## src/rtl/proc_pkg.sv

```systemverilog
// Shared processor constants and the multdiv controller state encoding.
package proc_pkg;

   localparam logic [4:0] OP_ALU      = 5'b00000;
   localparam logic [4:0] ALU_MUL     = 5'b00110;
   localparam logic [4:0] ALU_DIV     = 5'b00111;
   localparam logic [4:0] RSTATUS_REG = 5'd30;

   // rstatus codes; add/addi/sub are raised by the ALU path, not here
   localparam logic [31:0] RS_ADD  = 32'd1;
   localparam logic [31:0] RS_ADDI = 32'd2;
   localparam logic [31:0] RS_SUB  = 32'd3;
   localparam logic [31:0] RS_MUL  = 32'd4;
   localparam logic [31:0] RS_DIV  = 32'd5;

   typedef enum logic [1:0] {
      MDC_IDLE,
      MDC_START,
      MDC_WAIT,
      MDC_WB
   } mdc_state_t;

endpackage

```

## src/rtl/cycle_watchdog.sv

```systemverilog
// Saturating cycle counter; terminal flags the last allowed wait cycle.
module cycle_watchdog #(
   parameter int unsigned TIMEOUT_CYCLES = 40
) (
   input  logic clock,
   input  logic reset,
   input  logic clear,
   input  logic enable,
   output logic terminal
);

   localparam int unsigned CW = $clog2(TIMEOUT_CYCLES);
   localparam logic [CW-1:0] LAST = CW'(TIMEOUT_CYCLES - 1);

   logic [CW-1:0] count;

   always_ff @(posedge clock or negedge reset) begin
      if (!reset)
         count <= '0;
      else if (clear)
         count <= '0;
      else if (enable && !terminal)
         count <= count + CW'(1);
   end

   assign terminal = (count == LAST);

endmodule

```

## src/rtl/multdiv_ctrl.sv

```systemverilog
// Execute-stage sequencer for the shared multiplier/divider: start pulse,
// pipeline stall until ready or watchdog expiry, then one write-back cycle.
module multdiv_ctrl
   import proc_pkg::*;
#(
   parameter int unsigned TIMEOUT_CYCLES = 40
) (
   input  logic        clock,
   input  logic        reset,
   input  logic        issue_valid,
   input  logic [4:0]  opcode,
   input  logic [4:0]  alu_op,
   input  logic [4:0]  rd,
   input  logic [31:0] operand_a,
   input  logic [31:0] operand_b,
   output logic        md_ctrl_mult,
   output logic        md_ctrl_div,
   output logic [31:0] md_operand_a,
   output logic [31:0] md_operand_b,
   input  logic [31:0] md_result,
   input  logic        md_exception,
   input  logic        md_result_rdy,
   output logic        stall,
   output logic        wb_en,
   output logic [4:0]  wb_rd,
   output logic [31:0] wb_data,
   output logic        timeout_err
);

   mdc_state_t  state, state_nxt;
   logic        detect;
   logic        wd_terminal;
   logic        op_div;
   logic [4:0]  rd_q;
   logic [31:0] result_q;
   logic        exc_q;

   assign detect = issue_valid && (opcode == OP_ALU) &&
                   ((alu_op == ALU_MUL) || (alu_op == ALU_DIV));

   cycle_watchdog #(
      .TIMEOUT_CYCLES(TIMEOUT_CYCLES)
   ) u_watchdog (
      .clock    (clock),
      .reset    (reset),
      .clear    (state == MDC_START),
      .enable   (state == MDC_WAIT),
      .terminal (wd_terminal)
   );

   always_ff @(posedge clock or negedge reset) begin
      if (!reset)
         state <= MDC_IDLE;
      else
         state <= state_nxt;
   end

   always_ff @(posedge clock or negedge reset) begin
      if (!reset) begin
         md_operand_a <= '0;
         md_operand_b <= '0;
         rd_q         <= '0;
         op_div       <= 1'b0;
         result_q     <= '0;
         exc_q        <= 1'b0;
         timeout_err  <= 1'b0;
      end else begin
         case (state)
            MDC_IDLE: begin
               if (detect) begin
                  md_operand_a <= operand_a;
                  md_operand_b <= operand_b;
                  rd_q         <= rd;
                  op_div       <= (alu_op == ALU_DIV);
               end
            end
            MDC_WAIT: begin
               // ready takes priority over a watchdog expiring in the same cycle
               if (md_result_rdy) begin
                  result_q <= md_result;
                  exc_q    <= md_exception;
               end else if (wd_terminal) begin
                  exc_q       <= 1'b1;
                  timeout_err <= 1'b1;
               end
            end
            default: ;
         endcase
      end
   end

   always_comb begin
      state_nxt    = state;
      stall        = 1'b0;
      md_ctrl_mult = 1'b0;
      md_ctrl_div  = 1'b0;
      wb_en        = 1'b0;
      wb_rd        = '0;
      wb_data      = '0;
      case (state)
         MDC_IDLE: begin
            stall = detect;
            if (detect)
               state_nxt = MDC_START;
         end
         MDC_START: begin
            stall        = 1'b1;
            md_ctrl_mult = !op_div;
            md_ctrl_div  = op_div;
            state_nxt    = MDC_WAIT;
         end
         MDC_WAIT: begin
            stall = 1'b1;
            if (md_result_rdy || wd_terminal)
               state_nxt = MDC_WB;
         end
         MDC_WB: begin
            state_nxt = MDC_IDLE;
            if (exc_q) begin
               wb_en   = 1'b1;
               wb_rd   = RSTATUS_REG;
               wb_data = op_div ? RS_DIV : RS_MUL;
            end else if (rd_q != 5'd0) begin
               wb_en   = 1'b1;
               wb_rd   = rd_q;
               wb_data = result_q;
            end
         end
         default: state_nxt = MDC_IDLE;
      endcase
   end

endmodule
```

## config.mk

```make
export PLATFORM = sky130hd
export DESIGN_NAME = multdiv_ctrl
export DESIGN_NICKNAME = d
export VERILOG_FILES = /design/src/rtl/proc_pkg.sv /design/src/rtl/cycle_watchdog.sv /design/src/rtl/multdiv_ctrl.sv
export SDC_FILE = /design/constraint.sdc
export NUM_CORES = 1
export LEC_CHECK = 0
export BUFFER_PORTS_ARGS = -buffer_cell sky130_fd_sc_hd__buf_2
export CAP_MARGIN = 10
export CORE_MARGIN = 2
export CORE_UTILIZATION = 40
export CTS_BUF_LIST = sky130_fd_sc_hd__clkbuf_8
export DETAILED_ROUTE_END_ITERATION = 6
export PLACE_DENSITY = 0.67
export SYNTH_ARGS = -nofsm -noshare
export SYNTH_HDL_FRONTEND = slang
export SYNTH_SLANG_ARGS = --single-unit
```

## constraint.sdc

```tcl
create_clock -name clock -period 3.2 [get_ports clock]
set_clock_uncertainty 0.1 [all_clocks]
set_input_delay 0.16 -clock clock [delete_from_list [all_inputs] [get_ports clock]]
set_output_delay 0.16 -clock clock [all_outputs]
set_load 0.02 [all_outputs]
```

==> results.md <==
- Outcome: completed
- CTS sink count: 112
- Slew headroom: 31.8%
- Yosys top cell by area: dfrtp_1
- Nature of the critical path startpoint: register
- Clk pin slew, worst setup/hold paths: 0.10 ns
- Max Slew Vio Count: 0
- Hold path depth: 4
- Worst Setup End Kind: primary output
- FP Rows: 40
- Largest net degree at the start of global routing: 82
- Max-Cap Viols: 0
- Top Ports: 222
- Clock Path Buffers: 2
- Ys flop type: dfrtp_1
- Layout cells sized above 1: 53.0%
- Post-CTS Setup Inserts: 0
- Die height: 115 µm
- Setup tns final: 0 ns
- Post-synth EDFFs: 0
- Die Area: 13300 µm²
- # fillers: 901
- Arrival time worst endpoint: 2.27 ns
- Overflow after GRT: 0
- Mean Syn Cell Area: 15.3 µm²
- CTS root buf: clkbuf_8
- Antenna Diode Count: 0
- Area occupied by multi-input gates: 2030 µm²
- First-pass GRT wire length: 19500 µm
- Area Growth Syn to Fin: 50.2%
- Cell variety after synth: 30
- Routed wire length per instance: 15.2 µm
- Count leader, synth: dfrtp_1
- CTS Buf Count: 9
- Setup violators final: 0
- Static Leakage: 4.21 nW
- Port bufs: 221
- Part of the cycle the worst path needs: 79.0%
- Max Clk Rate: 396 MHz
- Core area: 12100 µm²
- Synth top area share: 56.5%
- HP Class: input pin to register
- Max VDD drop: 0.000189 V
- Worst Tran Pin Value: 1.02 ns
- Top post-synthesis cells by count: dfrtp_1, mux2_4, mux2_2
- Pre-antenna DRT Iters: 4
- Clk_lat worst skew: 0.38 ns
- Initial core utilization: 41.2%
- Die X: 115 µm
- First-iteration detailed-routing DRC count: 106
- Reg2Reg Depth: 5
- Synthesized Nets: 446
- Synthesized instance count: 324
- Vias per cell: 4.50
- Initial antenna violation count: 0
- Hpwl dp: 7850 µm
- Post-Syn Area: 4960 µm²
- Final hold violation count: 0
- RSZ-0062 raised after global routing: no
- Crit-path max FO: 30
- Setup CP Type: register to primary output
- Vias in the first global route: 4053
- Yosys reg bits: 112
- Design area: 7450 µm²
- Yosys warns: 0
- Post-synth ARST share: 100%
- Dominant cells by area after synthesis: dfrtp_1, mux2_4, mux2_2, and2_1, buf_6
- FF+latch area: 2800 µm²
- H-tree levels: 3
- Final ANT Viol Nets: 0
- Post-CTS sizing: 0
- Nets: 772
- Area after DPL: 6220 µm²
- DRC Markers: 0
- Gpl congestion: 0.740
- GRT Util Overall: 18.9%
- Detailed Route WL: 12500 µm
- Pwr/cell area: 486 nW/µm²
- Sequential fraction of the synthesis area: 56.5%
- Via count: 3701
- Min Clock Period, post-route: 2.53 ns
- CTS Hold Bufs: 105
- CP required: 2.94 ns
- CTS tree: done
-- sequential cells by signal, indices dropped and copies added, names as in the netlist, 2 cells and up --
signal	count
state	2
u_watchdog.count	6
rd_q	5
md_operand_a	32
md_operand_b	32
result_q	32
-- worst max-delay path, stage by stage (launching register included) --
cell and delay, ns:
dfrtp_1 0.42, ha_1 0.34, and3b_1 0.72, and2_1 0.24, buf_2 0.16
-- layout make-up --
class	count	area share, %
Sequential cell	112	37.6
Clock buffer	9	1.66
Tap cell	168	2.82
Clock inverter	7	0.856
Timing Repair Buffer	331	29.6
Multi-Input combinational cell	191	27.2
Inverter	5	0.252
-- path summary, 6_finish.rpt --
| kind | start | end | slack (ns) |
|---|---|---|---|
| worst min-delay path | alu_op[3] | op_div | 0.18 |
| worst max-delay path | state[0] | wb_data[21] | 0.67 |
| worst min register to register | timeout_err | timeout_err | 0.37 |
| max in group asynchronous | reset | md_operand_b[30] | 1.66 |
| min in group asynchronous | reset | result_q[31] | 0.40 |
| worst max register to register | state[1] | md_operand_a[8] | 1.02 |
-- placed cells by master (no fill, tap or decap), drive strengths merged, types with 5 or more instances in the layout --
cell type,count
nor2,13
inv,8
clkbuf,9
xor2,5
mux2,101
dlygate4sd3,105
dfrtp,112
and2,31
o21a,5
buf,226
nand2,5
ha,6
-- report_power, final --
group          total [mW]  internal [mW]  switching, mW
Combinational       0.999          0.531          0.468
Clock               0.810          0.300          0.510
Sequential           1.82           1.67          0.142
Total                3.62           2.50           1.12
-- cell families after synthesis --
group / count (synthesis) / share of synthesized area, %
simple gates: 61 / 7.66
mux: 104 / 28.6
fa+ha+maj: 6 / 1.51
xor+xnor: 5 / 0.882
buf+inv: 21 / 2.75
compound gates: 15 / 2.17
flops: 112 / 56.5
-- layer usage --
layer	global-route usage (%)	wire length, µm
met4	8.76	316
met5	0	0
met2	32.4	6110
met3	4.18	734
met1	22.7	5380
-- metrics by stage --
step           instances  utilization [%]  hold WS, ns  worst slack [ns]  total power [mW]
2_1_floorplan        324                -       -0.236              1.47              2.42
3_3_place_gp         702             51.5        0.283              1.09              2.69
3_5_place_dp         702             51.5        0.294              1.03              2.74
4_1_cts              823             61.8        0.159             0.644              3.66
5_1_grt              823             61.8        0.206             0.488              3.84
6_report             823             61.8        0.182             0.672              3.62
No activity file was read; power rests on OpenSTA's default activity.
